===== config.mk =====
export PLATFORM = sky130hd
export DESIGN_NAME = dmem_arbiter
export DESIGN_NICKNAME = d
export VERILOG_FILES = /design/src/rtl/dmem_arbiter.sv
export SDC_FILE = /design/constraint.sdc
export NUM_CORES = 1
export LEC_CHECK = 0
export ABC_AREA = 1
export CORE_AREA = 2 2 89 91
export CTS_CLUSTER_DIAMETER = 150
export DETAILED_ROUTE_END_ITERATION = 10
export DIE_AREA = 0 0 91 93
export PLACE_DENSITY = 0.73
export RECOVER_POWER = 25
export SETUP_SLACK_MARGIN = 0.2
export SLEW_MARGIN = 20
export SYNTH_ARGS = -nofsm -noshare
export SYNTH_HDL_FRONTEND = slang
export SYNTH_SLANG_ARGS = --single-unit

===== constraint.sdc =====
create_clock -name clk -period 2.6 [get_ports clk]
set_input_delay 0.39 -clock clk [delete_from_list [all_inputs] [get_ports clk]]
set_output_delay 0.39 -clock clk [all_outputs]
set_load 0.01 [all_outputs]

===== src/rtl/dmem_arbiter.sv =====
// dmem_arbiter
//   Shares a single-port synchronous data RAM (one-cycle read latency)
//   between the pipeline MEM-stage port and a debug/loader port.
//   Generates the CPU stall, returns read data with a valid strobe, and
//   runs a halt handshake that drains the CPU before debug owns the RAM.
//
// Ports
//   clk, rst_n                       clock, async active-low reset
//   cpu_req/we/addr/wdata            CPU access request (held until granted)
//   cpu_stall                        CPU request pending and not granted
//   cpu_rdata/cpu_rvalid             CPU load return (cycle after grant)
//   dbg_req/we/addr/wdata            debug access request
//   dbg_gnt                          debug request accepted this cycle
//   dbg_rdata/dbg_rvalid             debug load return (cycle after grant)
//   dbg_halt / dbg_halted            halt request level / CPU excluded
//   ram_addr/ram_data/ram_wren       RAM drive
//   ram_q                            RAM read data
module dmem_arbiter #(
    parameter int ADDR_W       = 8,
    parameter int DATA_W       = 32,
    parameter int STARVE_LIMIT = 4
) (
    input  logic              clk,
    input  logic              rst_n,
    input  logic              cpu_req,
    input  logic              cpu_we,
    input  logic [ADDR_W-1:0] cpu_addr,
    input  logic [DATA_W-1:0] cpu_wdata,
    output logic              cpu_stall,
    output logic [DATA_W-1:0] cpu_rdata,
    output logic              cpu_rvalid,
    input  logic              dbg_req,
    input  logic              dbg_we,
    input  logic [ADDR_W-1:0] dbg_addr,
    input  logic [DATA_W-1:0] dbg_wdata,
    output logic              dbg_gnt,
    output logic [DATA_W-1:0] dbg_rdata,
    output logic              dbg_rvalid,
    input  logic              dbg_halt,
    output logic              dbg_halted,
    output logic [ADDR_W-1:0] ram_addr,
    output logic [DATA_W-1:0] ram_data,
    output logic              ram_wren,
    input  logic [DATA_W-1:0] ram_q
);

    typedef enum logic [1:0] {ST_RUN, ST_DRAIN, ST_HALTED} state_t;
    typedef enum logic [1:0] {OWN_NONE, OWN_CPU, OWN_DBG} owner_t;

    localparam logic [3:0] LIMIT = 4'(STARVE_LIMIT);

    state_t     r_state, w_state_nxt;
    owner_t     r_rd_owner, w_owner_nxt;
    logic [3:0] r_starve;
    logic       w_dbg_grant, w_cpu_grant;

    // Grants are gated by rst_n so nothing reaches the RAM while reset is held.
    always_comb begin
        w_dbg_grant = rst_n && dbg_req &&
                      (r_state != ST_RUN || r_starve == LIMIT || !cpu_req);
        w_cpu_grant = rst_n && cpu_req && r_state == ST_RUN && !w_dbg_grant;
    end

    always_comb begin
        ram_addr = '0;
        ram_data = '0;
        ram_wren = 1'b0;
        if (w_dbg_grant) begin
            ram_addr = dbg_addr;
            ram_data = dbg_wdata;
            ram_wren = dbg_we;
        end else if (w_cpu_grant) begin
            ram_addr = cpu_addr;
            ram_data = cpu_wdata;
            ram_wren = cpu_we;
        end
    end

    always_comb begin
        w_owner_nxt = OWN_NONE;
        if (w_cpu_grant && !cpu_we)      w_owner_nxt = OWN_CPU;
        else if (w_dbg_grant && !dbg_we) w_owner_nxt = OWN_DBG;
    end

    // CPU is never granted outside RUN, so any CPU load still in flight on
    // entering DRAIN returns during the first DRAIN cycle; HALTED follows
    // as soon as no CPU load will be outstanding in the next cycle.
    always_comb begin
        w_state_nxt = r_state;
        case (r_state)
            ST_RUN:    if (dbg_halt) w_state_nxt = ST_DRAIN;
            ST_DRAIN:  if (!dbg_halt)                  w_state_nxt = ST_RUN;
                       else if (w_owner_nxt != OWN_CPU) w_state_nxt = ST_HALTED;
            ST_HALTED: if (!dbg_halt) w_state_nxt = ST_RUN;
            default:   w_state_nxt = ST_RUN;
        endcase
    end

    always_ff @(posedge clk or negedge rst_n) begin
        if (!rst_n) begin
            r_state    <= ST_RUN;
            r_rd_owner <= OWN_NONE;
            r_starve   <= '0;
        end else begin
            r_state    <= w_state_nxt;
            r_rd_owner <= w_owner_nxt;
            if (dbg_req && !w_dbg_grant)
                r_starve <= (r_starve == LIMIT) ? r_starve : r_starve + 4'd1;
            else
                r_starve <= '0;
        end
    end

    assign cpu_stall  = cpu_req && !w_cpu_grant;
    assign dbg_gnt    = w_dbg_grant;
    assign cpu_rdata  = ram_q;
    assign dbg_rdata  = ram_q;
    assign cpu_rvalid = (r_rd_owner == OWN_CPU);
    assign dbg_rvalid = (r_rd_owner == OWN_DBG);
    assign dbg_halted = (r_state == ST_HALTED);

endmodule


==> flow_metrics.env <==
export IMPL_period_needed_ns=2.45
export IMPL_slew_headroom_pct=72.3
export IMPL_critPathLaunchType="register"
export IMPL_ys_seq_elements=8
export IMPL_clockPowerShare_pct=17.7
export IMPL_die_h_um=93
export IMPL_syn_area_per_cell_sq_um=6.05
export IMPL_hold_path_class="in -> async"
export IMPL_die_x_um=91
export IMPL_synth_area_leaders="buf_4, nand3_1, dfrtp_1"
export IMPL_first_iter_violations=49
export IMPL_vias=1921
export IMPL_critPathLaunch="r_starve[1]$_DFFE_PN0P_"
export IMPL_htree_num_levels=1
export IMPL_totalWireLength_um=6100
export IMPL_coreArea_sq_mm=0.00753
export IMPL_clock_fmax_mhz=409
export IMPL_ios=229
export IMPL_place_ws_ns=-0.0139
export IMPL_start_util_pct=20.9
export IMPL_endpoint_kind="output port"
export IMPL_period_share_pct=94.1
export IMPL_p_sw_share_pct=34.2
export IMPL_power_total_uw=814
export IMPL_reg2reg_setup_slack_ns=1.09
export IMPL_grtUsageTotal_pct=13.3
export IMPL_rsz0062_at_grt="true"
export IMPL_syn_inst=260
export IMPL_synth_top_area_share_pct=32.4
export IMPL_syn_to_final_growth_pct=76.7
export IMPL_cts_tree="yes"
export IMPL_drcViolationCount=0
export IMPL_slew_violations=0
export IMPL_cts_reportedPaths_clkPinSlew_ns=0.04
export IMPL_grt_max_degree=27
export IMPL_wl_met3_um=517
export IMPL_grt_ovfl_total=0
export IMPL_dp_hpwl_um=4430
export IMPL_ir_drop_mv=0.245
export IMPL_r2r_end="r_starve[2]$_DFFE_PN0P_"
export IMPL_grt_pass1_vias=1887
export IMPL_power_switching_uw=278
export IMPL_power_density_mw_per_mm2=293
export IMPL_portBuffers=132
export IMPL_critPathMaxFanout=19
export IMPL_wl_met2_um=3240
export IMPL_hold_viol=0
export IMPL_fin_worst_skew_ns=0.00127
export IMPL_die_area_sq_mm=0.00846
export IMPL_drive_gt1_share_pct=7.25
export IMPL_yosys_area_top_type="buf_4"
export IMPL_status="finished clean"
export IMPL_arrival_ns=2.06
export IMPL_r2r_start="r_starve[1]$_DFFE_PN0P_"
export IMPL_top_layer="met4"
export IMPL_grt_pass1_wl_um=9190
export IMPL_cts_made_buffers=3
export IMPL_insertion_delay_ns=0.22
export IMPL_cp_required_ns=2.21
export IMPL_vias_per_cell=4.44
export IMPL_clock_sinks=8
export IMPL_rows=32
export IMPL_routedWlPerCell_um=14.1
export IMPL_setup_viol=0
export IMPL_drv_cap=0
export IMPL_synth_warnings=0
export IMPL_gp_congestion=0.690
export IMPL_dp_cells=424
export IMPL_layout_commonest_cell="clkdlybuf4s50_1"
export IMPL_synth_net_count=381
export IMPL_seqPwrFrac_pct=18.4
export IMPL_hold_buffers=0
export IMPL_p_int_uw=536
export IMPL_antenna_found_initial=0
export IMPL_ys_types=17
export IMPL_clock_path_buffers=2
export IMPL_layout_setup_ws_ns=0.154
export IMPL_fin_nets=454
export IMPL_crit_type="reg -> out"
export IMPL_p_comb_share_pct=64.0
export IMPL_ys_seq_area_share_pct=12.7
export IMPL_endpoint="ram_addr[7]"
export IMPL_drt_pass1_iter_count=4
export IMPL_syn_cell_area_sq_mm=0.00157
export IMPL_leakage_nw=1.58
export IMPL_stdcell_count=433
export IMPL_root_buffer="clkbuf_8"
export IMPL_worstMarginPinSlew_ns=0.415
export IMPL_antenna_cells=0
export IMPL_r2r_cells=8
export IMPL_wl_met1_um=2210
export IMPL_layout_common_cells="clkdlybuf4s50_1, nand3_1, nand2_1, dlymetal6s2s_1, inv_1"
export IMPL_n_fill_cell=811
export IMPL_ant_nets=0
power groups by stage:
stage                     registers [mW]  clock network [mW]  logic, mW
after floorplan                    0.149                   0      0.293
after global routing               0.151               0.160      0.566
after detailed placement           0.152                   0      0.490
final                              0.150               0.144      0.521
after global placement             0.151                   0      0.482
after CTS                          0.149               0.150      0.526
registers in the layout, summed over array words and instances, names as in the netlist:
register and count:
r_rd_owner 2, r_starve 4, r_state 2
how the worst min path moves through the flow:
stage,to,slack [ns],cells past startpoint
after detailed placement,r_state[0]$_DFFE_PN0P_,0.57,1
after global placement,r_state[0]$_DFFE_PN0P_,0.54,1
after global routing,r_state[1]$_DFFE_PN0P_,0.40,2
after CTS,r_state[1]$_DFFE_PN0P_,0.28,2
after floorplan,r_rd_owner[0]$_DFF_PN0_,0.09,0
final,r_starve[0]$_DFFE_PN0P_,0.36,2
cell families after synthesis:
family	count (synthesis)	share of synthesized area, %
AOI/OAI and AO/OA	5	1.75
xor gates and xnor gates	1	0.557
adders and majority gates	2	1.59
buffers and inverters	94	39.3
DFF	8	12.7
and+or+nand+nor	150	44.1
metal layers:
layer | global-route usage, % | up-vias
li1 | - | 925
met1 | 13.7 | 873
met2 | 26.0 | 104
met3 | 3.79 | 19
met4 | 3.91 | 0
met5 | 0 | -
synthesized netlist by cell type:
cell type,instances
clkinv_1,1
ha_1,2
xor2_1,1
buf_2,8
nand3_1,83
clkbuf_1,4
nor2_1,11
buf_4,68
a21oi_1,1
nand2_1,52
nand2_2,1
nand3_2,2
a21boi_0,1
inv_1,13
dfrtp_1,8
nor3_4,1
o21ai_0,3
what timing repair did:
item / in CTS / in global routing
gates resized for setup: 13 / 26
setup buffers: 4 / 0
endpoints found under the setup margin: 43 / 42
cloned: 1 / 1
metrics by stage:
step	setup TNS (ns)	instance area, sq um	util [%]	hold WS [ns]
3_3_place_gp	0	2560	34.0	0.544
4_1_cts	0	2700	35.8	0.275
3_5_place_dp	-0.0481	2560	34.0	0.572
5_1_grt	0	2780	37.0	0.402
2_1_floorplan	0	1570	-	0.0944
6_report	0	2780	37.0	0.362
cell type report:
type	instances	area, sq um	area share [%]
multi-input combinational	158	778	28.0
tap	102	128	4.59
clock buffer	3	41.3	1.48
inverter	14	52.6	1.89
timing repair buffer	148	1580	56.9
sequential	8	200	7.20
critical path: stages (launching register included):
cell,delay [ns]
dfrtp_1,0.36
inv_1,0.07
ha_2,0.19
nand3_4,0.12
nand3_4,0.11
nand2_4,0.13
buf_12,0.16
nand3_1,0.08
nand2_1,0.07
clkdlybuf4s50_1,0.53
No activity file was read; power rests on OpenSTA's default activity.
